$ cat src/rtl/jet_seed_sel8_if.sv
// Seed-selector bus: frame request and candidate ETs in, ranked select codes out.
// Combinational bundle only; no latency. No backpressure: the requester holds start until it sees busy.
interface jet_seed_sel8_if #(
    parameter int ET_WIDTH = 16
);
    logic                    start;
    logic [8*ET_WIDTH-1:0]   et_in;
    logic                    busy;
    logic [3:0]              sel;
    logic                    sel_valid;
    logic [2:0]              rank;
    logic                    done;

    modport master (
        output start, et_in,
        input  busy, sel, sel_valid, rank, done
    );

    modport slave (
        input  start, et_in,
        output busy, sel, sel_valid, rank, done
    );
endinterface

$ cat src/rtl/jet_seed_sel8.sv
// Iterative argmax seed selector: one select code per cycle, slot r at accept edge + 1 + r.
// No backpressure; start is only sampled in IDLE and is dropped while a frame is scanning.
module jet_seed_sel8 #(
    parameter int          ET_WIDTH  = 16,
    parameter int          NUM_OUT   = 4,
    parameter int unsigned THRESHOLD = 0
) (
    input  logic               clk,
    input  logic               rst,
    jet_seed_sel8_if.slave     bus
);

    if (NUM_OUT < 1 || NUM_OUT > 8) begin : g_bad_num_out
        $error("jet_seed_sel8: NUM_OUT must be in 1..8");
    end

    localparam logic [ET_WIDTH-1:0] THR  = ET_WIDTH'(THRESHOLD);
    localparam logic [2:0]          LAST = 3'(NUM_OUT - 1);
    localparam logic [3:0]          EMPTY_CODE = 4'b1000;

    typedef enum logic {
        IDLE,
        SCAN
    } state_t;

    state_t              state, state_nxt;
    logic [ET_WIDTH-1:0] et_q   [8];
    logic [ET_WIDTH-1:0] et_nxt [8];
    logic [7:0]          mask, mask_nxt;
    logic [2:0]          count, count_nxt;
    logic [3:0]          sel_q, sel_nxt;
    logic                vld_q, vld_nxt;
    logic [2:0]          rank_q, rank_nxt;
    logic                done_q, done_nxt;

    // Three-level tournament tree; the left operand always holds the lower indices,
    // so taking the right side only on strictly-greater keeps ties at the lowest index.
    logic [2:0]          l1_idx [4];
    logic [ET_WIDTH-1:0] l1_val [4];
    logic                l1_hit [4];
    logic [2:0]          l2_idx [2];
    logic [ET_WIDTH-1:0] l2_val [2];
    logic                l2_hit [2];
    logic [2:0]          win_idx;
    logic                win_hit;

    always_comb begin
        for (int n = 0; n < 4; n++) begin
            if (mask[2*n+1] && (!mask[2*n] || (et_q[2*n+1] > et_q[2*n]))) begin
                l1_idx[n] = 3'(2*n + 1);
                l1_val[n] = et_q[2*n+1];
            end else begin
                l1_idx[n] = 3'(2*n);
                l1_val[n] = et_q[2*n];
            end
            l1_hit[n] = mask[2*n] | mask[2*n+1];
        end

        for (int n = 0; n < 2; n++) begin
            if (l1_hit[2*n+1] && (!l1_hit[2*n] || (l1_val[2*n+1] > l1_val[2*n]))) begin
                l2_idx[n] = l1_idx[2*n+1];
                l2_val[n] = l1_val[2*n+1];
            end else begin
                l2_idx[n] = l1_idx[2*n];
                l2_val[n] = l1_val[2*n];
            end
            l2_hit[n] = l1_hit[2*n] | l1_hit[2*n+1];
        end

        if (l2_hit[1] && (!l2_hit[0] || (l2_val[1] > l2_val[0]))) begin
            win_idx = l2_idx[1];
        end else begin
            win_idx = l2_idx[0];
        end
        win_hit = l2_hit[0] | l2_hit[1];
    end

    always_comb begin
        state_nxt = state;
        et_nxt    = et_q;
        mask_nxt  = mask;
        count_nxt = count;
        sel_nxt   = sel_q;
        vld_nxt   = 1'b0;
        rank_nxt  = rank_q;
        done_nxt  = 1'b0;

        case (state)
            IDLE: begin
                if (bus.start) begin
                    for (int i = 0; i < 8; i++) begin
                        et_nxt[i]   = bus.et_in[i*ET_WIDTH +: ET_WIDTH];
                        mask_nxt[i] = bus.et_in[i*ET_WIDTH +: ET_WIDTH] > THR;
                    end
                    count_nxt = 3'd0;
                    state_nxt = SCAN;
                end
            end
            SCAN: begin
                if (win_hit) begin
                    sel_nxt           = {1'b0, win_idx};
                    mask_nxt[win_idx] = 1'b0;
                end else begin
                    sel_nxt = EMPTY_CODE;
                end
                vld_nxt   = 1'b1;
                rank_nxt  = count;
                count_nxt = count + 3'd1;
                if (count == LAST) begin
                    done_nxt  = 1'b1;
                    state_nxt = IDLE;
                end
            end
            default: state_nxt = IDLE;
        endcase
    end

    always_ff @(posedge clk or posedge rst) begin
        if (rst) begin
            state  <= IDLE;
            for (int i = 0; i < 8; i++) begin
                et_q[i] <= '0;
            end
            mask   <= '0;
            count  <= '0;
            sel_q  <= EMPTY_CODE;
            vld_q  <= 1'b0;
            rank_q <= '0;
            done_q <= 1'b0;
        end else begin
            state  <= state_nxt;
            et_q   <= et_nxt;
            mask   <= mask_nxt;
            count  <= count_nxt;
            sel_q  <= sel_nxt;
            vld_q  <= vld_nxt;
            rank_q <= rank_nxt;
            done_q <= done_nxt;
        end
    end

    assign bus.busy      = (state == SCAN);
    assign bus.sel       = sel_q;
    assign bus.sel_valid = vld_q;
    assign bus.rank      = rank_q;
    assign bus.done      = done_q;

endmodule

$ cat src/flat_wrapper.sv
// flat-port wrapper written by rule: the top's interface ports become plain ports
module jet_seed_sel8_flat 
#(
    parameter int          ET_WIDTH  = 16,
    parameter int          NUM_OUT   = 4,
    parameter int unsigned THRESHOLD = 0
)
  (clk, rst, bus_start, bus_et_in, bus_busy, bus_sel, bus_sel_valid, bus_rank, bus_done);
  jet_seed_sel8_if #(.ET_WIDTH(ET_WIDTH)) bus_i ();
  input  logic clk;
  input  logic rst;
  input wire logic [$bits(bus_i.start)-1:0] bus_start;
  input wire logic [$bits(bus_i.et_in)-1:0] bus_et_in;
  output wire logic [$bits(bus_i.busy)-1:0] bus_busy;
  output wire logic [$bits(bus_i.sel)-1:0] bus_sel;
  output wire logic [$bits(bus_i.sel_valid)-1:0] bus_sel_valid;
  output wire logic [$bits(bus_i.rank)-1:0] bus_rank;
  output wire logic [$bits(bus_i.done)-1:0] bus_done;
  assign bus_i.start = bus_start;
  assign bus_i.et_in = bus_et_in;
  assign bus_busy = bus_i.busy;
  assign bus_sel = bus_i.sel;
  assign bus_sel_valid = bus_i.sel_valid;
  assign bus_rank = bus_i.rank;
  assign bus_done = bus_i.done;
  jet_seed_sel8 #(.ET_WIDTH(ET_WIDTH), .NUM_OUT(NUM_OUT), .THRESHOLD(THRESHOLD)) u_core (.clk(clk), .rst(rst), .bus(bus_i));
endmodule
$ cat config.mk
export PLATFORM = sky130hd
export DESIGN_NAME = jet_seed_sel8_flat
export DESIGN_NICKNAME = d
export VERILOG_FILES = /design/src/rtl/jet_seed_sel8_if.sv /design/src/rtl/jet_seed_sel8.sv /design/src/flat_wrapper.sv
export SDC_FILE = /design/constraint.sdc
export NUM_CORES = 1
export LEC_CHECK = 0
export ABC_AREA = 1
export CAP_MARGIN = 40
export CORE_MARGIN = 2
export CORE_UTILIZATION = 60
export CTS_CLUSTER_SIZE = 16
export DETAILED_ROUTE_END_ITERATION = 16
export HOLD_SLACK_MARGIN = 0.1
export PLACE_DENSITY = 0.85
export SLEW_MARGIN = 25
export SYNTH_ARGS = -nofsm -noshare
export SYNTH_HDL_FRONTEND = slang
export SYNTH_SLANG_ARGS = --single-unit
$ cat constraint.sdc
create_clock -name clk -period 14.8 [get_ports clk]
set_input_delay 2.96 -clock clk [delete_from_list [all_inputs] [get_ports clk]]
set_output_delay 2.96 -clock clk [all_outputs]
set_load 0.005 [all_outputs]
; ---- Word level (Yosys, flattened, before mapping)
; Index checks and enable logic that the tools add are counted.
[word_totals]
reg_bits = 149
output_inout_bits = 10
[classes]
n_bitwise = 10
n_eq_ne = 3
add_sub_neg = 1
order_cmp = 17
mux = 27
reduce_logical = 24
[ops]
columns = cell, n
row1 = $gt 16x1->1 const B, 8
row2 = $gt 16x16->1, 7
row3 = $mux 16, 6
row4 = $mux 8, 2
row5 = $pmux 8 s2, 1
row6 = $mux 1, 10
row7 = $and 8x8->8, 1
row8 = $logic_and 1x1->1, 8
row9 = $not 8->8, 1
row10 = $logic_not 1->1, 7
row11 = $logic_or 1x1->1, 7
row12 = $or 1x1->1, 7
row13 = $mux 3, 2
row14 = $pmux 3 s2, 1
row15 = $lt 3x4->1 const B, 1
row16 = $mux 2, 2
row17 = $mux 4, 1
row18 = $ne 2x2->1 const B, 2
row19 = $reduce_and 2->1, 2
row20 = $add 3x1->3 const B, 1
row21 = $demux 1 s3, 1
row22 = $eq 3x2->1 const B, 1
row23 = $ge 3x1->1 const B, 1
row24 = $pmux 1 s2, 1
row25 = $not 1->1, 1

; ---- Longest topological paths before layout
[logic_depth]
word_depth = 20
depth_mapped = 47

; ---- Least setup slack after synthesis
; Ideal clock, no wire load.
[synth_timing]
kind = flip-flop to flip-flop
startpoint = register u_core.et_q[39] in the netlist's numbering
endpoint = register u_core.sel_q[1] (netlist: u_core.bus.sel[1])
t_arrival_ps = 4194
stages_incl_launch_ff = 36
path_slack_ps = 10529
period_less_slack_ps = 4271
setup_time_ps = 76
t_required_ps = 14724
path_cell_list = dfrtp_1 -> ha_1 -> nand2_1 -> nor2_1 -> nand2_1 -> nand2_1 -> nand2_1 -> nand2_1 -> nand2_1 -> a21oi_2 -> inv_2 -> buf_4 -> nand2_1 -> o21ai_1 -> ha_1 -> nand2_1 -> nor3_1 -> nand2_1 -> nand2_1 -> nand2_1 -> a21oi_4 -> clkbuf_2 -> o21ai_1 -> ha_1 -> a21oi_1 -> nor2_1 -> nor3_1 -> nand2_1 -> nand2_1 -> nand2_1 -> nand2_1 -> nand2_1 -> nand2_1 -> nor2_1 -> o21bai_1 -> o21ai_1
[synth_via]
elab_chain_cells = 13
word_cells_on_any_way = 14
classes_between = order compare (3) / mux (5) / reduce/logical (6)
[synth_lines]
columns = item, line_no
row1 = from (decl), jet_seed_sel8.sv:27  ; logic [ET_WIDTH-1:0] et_q [8];
row2 = from (signal assigned), jet_seed_sel8.sv:132  ; et_q <= et_nxt;
row3 = $gt 16x16->1, jet_seed_sel8.sv:49  ; if (mask[2*n+1] && (!mask[2*n] || (et_q[2*n+1] > et_q[2*n]))) begin
row4 = $logic_or 1x1->1, jet_seed_sel8.sv:49
row5 = $logic_and 1x1->1, jet_seed_sel8.sv:49
row6 = $mux 16 *, jet_seed_sel8.sv:49
row7 = $gt 16x16->1, jet_seed_sel8.sv:60  ; if (l1_hit[2*n+1] && (!l1_hit[2*n] || (l1_val[2*n+1] > l1_val[2*n]))) begin
row8 = $logic_or 1x1->1, jet_seed_sel8.sv:60
row9 = $logic_and 1x1->1, jet_seed_sel8.sv:60
row10 = $mux 16, jet_seed_sel8.sv:60
row11 = $gt 16x16->1, jet_seed_sel8.sv:70  ; if (l2_hit[1] && (!l2_hit[0] || (l2_val[1] > l2_val[0]))) begin
row12 = $logic_or 1x1->1, jet_seed_sel8.sv:70
row13 = $logic_and 1x1->1, jet_seed_sel8.sv:70
row14 = $mux 3 *, jet_seed_sel8.sv:70
row15 = $mux 4 *, jet_seed_sel8.sv:100  ; if (win_hit) begin
row16 = to (signal assigned), jet_seed_sel8.sv:135  ; sel_q <= sel_nxt;
row17 = to (decl), jet_seed_sel8.sv:31  ; logic [3:0] sel_q, sel_nxt;
; Mark *: on every way between the ends. The rest lies on a longest branch, timed or not.
; A chain may end at the register's enable or synchronous reset.

; ---- Worst setup path in the final report
[layout_timing]
startpoint = register u_core.et_q[103] in the netlist's numbering
endpoint = register u_core.mask[6]
[layout_via]
elab_chain_cells = 20
word_cells_on_any_way = 23
classes_between = order compare (5) / mux (9) / bitwise (2) / reduce/logical (7)
[layout_lines]
columns = item, line_no
row1 = $gt 16x16->1, jet_seed_sel8.sv:49
row2 = $logic_or 1x1->1, jet_seed_sel8.sv:49
row3 = $logic_and 1x1->1, jet_seed_sel8.sv:49
row4 = $mux 16, jet_seed_sel8.sv:49
row5 = $gt 16x16->1, jet_seed_sel8.sv:60
row6 = $logic_or 1x1->1, jet_seed_sel8.sv:60
row7 = $logic_and 1x1->1, jet_seed_sel8.sv:60
row8 = $mux 16, jet_seed_sel8.sv:60
row9 = (+4 left out), -
row10 = $lt 3x4->1 (not written as such) / $ge 3x1->1 (equally long branches), jet_seed_sel8.sv:102  ; mask_nxt[win_idx] = 1'b0;
row11 = $logic_and 1x1->1 (not written as such), jet_seed_sel8.sv:102
row12 = $mux 1 (not written as such), jet_seed_sel8.sv:102
row13 = $demux 1 s3 *, -
row14 = $not 8->8 (no line) *, -
row15 = $and 8x8->8 (no line) *, -
row16 = $mux 8 *, jet_seed_sel8.sv:100
row17 = $pmux 8 s2 *, jet_seed_sel8.sv:88  ; case (state)
row18 = to (signal assigned), jet_seed_sel8.sv:133  ; mask <= mask_nxt;
row19 = to (decl), jet_seed_sel8.sv:29  ; logic [7:0] mask, mask_nxt;
; Mark *: on every way between the ends. The rest lies on a longest branch, timed or not. The select of a mux whose other input is x is not followed.

==> results.ini <==
[grt]
grt_pass1_vias = 9044
grt_pass1_wl_mm = 43.3
grt_max_degree = 80
globalRoute.totalOverflow = 0
grt_usage_pct = 30.8
antenna_found_initial = 0

[die]
die_h_um = 132
rows = 46
start_util_pct = 61.7
core_area_um2 = 15900
io_pins = 141
die_area_um2 = 17400
fp.dieW_um = 132

[worst_setup_path]
endpoint_kind = register
crit_fanout = 35
critPathMaxStageDelay_ps = 470
slowest_stage = o21ai_0
cp_common_cell = nand2_1
arrival_ps = 5960
crit_required_ps = 15120
startpoint_type = register
critical_path_class = register to register

[placement]
gp_congestion = 0.944
dpl_cell_area_um2 = 11300
portBuffers = 140
dp_hpwl_mm = 19.3

[clock_tree]
post_cts_resized = 0
clock-root-buffer = clkbuf_16
clk_latency_ps = 440
numClockSinks = 149
cts_tree = built
clkSlewWorstSetupHoldPaths_ps = 60
cts_hold_buf = 0
clock_path_buffers = 2
htreeDepth = 4
cts_made_buffers = 17
post_cts_buffers = 0

[detailed_routing]
vias_per_cell = 5.64
dr.pass1.iters = 5
num_vias = 9392
drc = 0
drt-initial-drc-count = 903
ant_nets = 0
wl_per_cell_um = 15.7
finalWirelength_mm = 26.2

[timing]
fmax_mhz = 177
skew_ps = 8.87
whs_ps = 469
hold_violations = 0
maxSlewViolCount = 0
timing.setup.tns_ps = 0
tightest_slew_ps = 731
period_minus_slack_ps = 5640
setup_viol = 0
relSlewSlack_pct = 51.2
rsz0062_at_grt = false
fin_crit_sh_pct = 38.1

[yosys]
synth_top_area_share_pct = 37.6
synth_cell_type_count = 36
synthTopCellsByArea = dfrtp_1 (38%), nand2_1 (16%), ha_1 (14%)
ys_warn_count = 0
netlist_instances = 1319
syn-num-nets = 1564
synth.yosys.seq_area_share_pct = 37.9
synth.avg_cell_area_um2 = 7.46
ys_ff_latch = 149
syn_area_um2 = 9840
yosysTopAreaCell = dfrtp_1

[run_status]
status = completed

[run]
maxCapViolCount = 0

[cells_and_area]
n_antenna_cell = 0
most-common-layout-cells = nand2_1 (432), dfrtp_1 (148), o21ai_0 (146), clkdlybuf4s50_1 (140), inv_1 (138)
final_common_cell = nand2_1
syn_to_final_growth_pct = 21.3
fin_area_um2 = 11900
final_core_utilization_pct = 74.9
drive_gt1_share_pct = 4.90
nNetsFinal = 1681

[hold_path]
holdCritPathClass = register to register

[worst paths after layout]
path | start | to | slack [ps] | cells past startpoint
worst min register to register | u_core.bus.rank[0]$_DFFE_PP0P_ | u_core.bus.rank[0]$_DFFE_PP0P_ | 470 | 2
max in group asynchronous | rst | u_core.bus.sel[3]$_DFFE_PP1P_ | 10660 | 4
worst min-delay path | u_core.bus.rank[0]$_DFFE_PP0P_ | u_core.bus.rank[0]$_DFFE_PP0P_ | 470 | 2
worst max register to register | u_core.et_q[103]$_DFFE_PP0P_ | u_core.mask[6]$_DFFE_PP0P_ | 9160 | 38
worst max-delay path | u_core.et_q[103]$_DFFE_PP0P_ | u_core.mask[6]$_DFFE_PP0P_ | 9160 | 38
min in group asynchronous | rst | u_core.et_q[58]$_DFFE_PP0P_ | 3000 | 2
[critical path, delay by kind of cell (launching register included)]
family	cells	cell delay [ps]
adders and majority gates	3	1000
AOI/OAI and AO/OA	4	870
buffers and inverters	1	60
and+or+nand+nor	30	3140
DFF	1	410
[layer usage]
metal | track usage [%] | part of all wire (%) | vias up
met5 | 0 | 0 | -
met4 | 14.7 | 3.7 | 0
met3 | 4.42 | 7.0 | 76
met2 | 48.0 | 45 | 387
met1 | 42.7 | 44 | 4334
li1 | - | - | 4595
[flip-flops by register name, indices dropped and copies added (netlist names)]
name,count
u_core.bus.done,1
u_core.bus.sel,4
u_core.bus.sel_valid,1
u_core.bus.busy,1
u_core.count,3
u_core.et_q,128
u_core.mask,8
u_core.bus.rank,3
[cell usage after synthesis, drive strengths merged]
library cell	count
a21o	3
a21oi	60
a22oi	1
a31oi	3
buf	26
clkbuf	21
dfrtp	148
dfstp	1
ha	114
inv	147
nand2	435
nand3	29
nand4	17
nor2	56
nor3	7
nor4	21
o21a	3
o21ai	221
o21bai	3
o22ai	1
o31ai	1
o41ai	1
[area by class of cell]
| class | instances | area, um2 |
|---|---|---|
| Multi-Input combinational cell | 976 | 5330 |
| Timing Repair Buffer | 145 | 1460 |
| Tap cell | 216 | 270 |
| Inverter | 147 | 559 |
| Sequential cell | 149 | 3730 |
| Clock inverter | 10 | 130 |
| Clock buffer | 22 | 464 |
| Fill cell | 1239 | 4000 |
[per-stage QoR]
| stage | setup WS [ps] | std cells |
|---|---|---|
| floorplan | 7830 | 1319 |
| global placement | 9500 | 1632 |
| detailed placement | 9370 | 1633 |
| CTS | 9270 | 1665 |
| global route | 8570 | 1665 |
| finish | 9160 | 1665 |
[cells by family (layout without fill, tap and decap cells)]
family,Yosys count,after routing,synth area share [%]
and+or+nand+nor,565,565,23.4
AOI/OAI and AO/OA,297,297,16.2
buffers and inverters,194,324,8.02
adders and majority gates,114,114,14.5
DFF,149,149,37.9
Power is left out: the tool's default activity adds up to more than one toggle a clock period on the data nets, which glitch-free logic cannot reach.
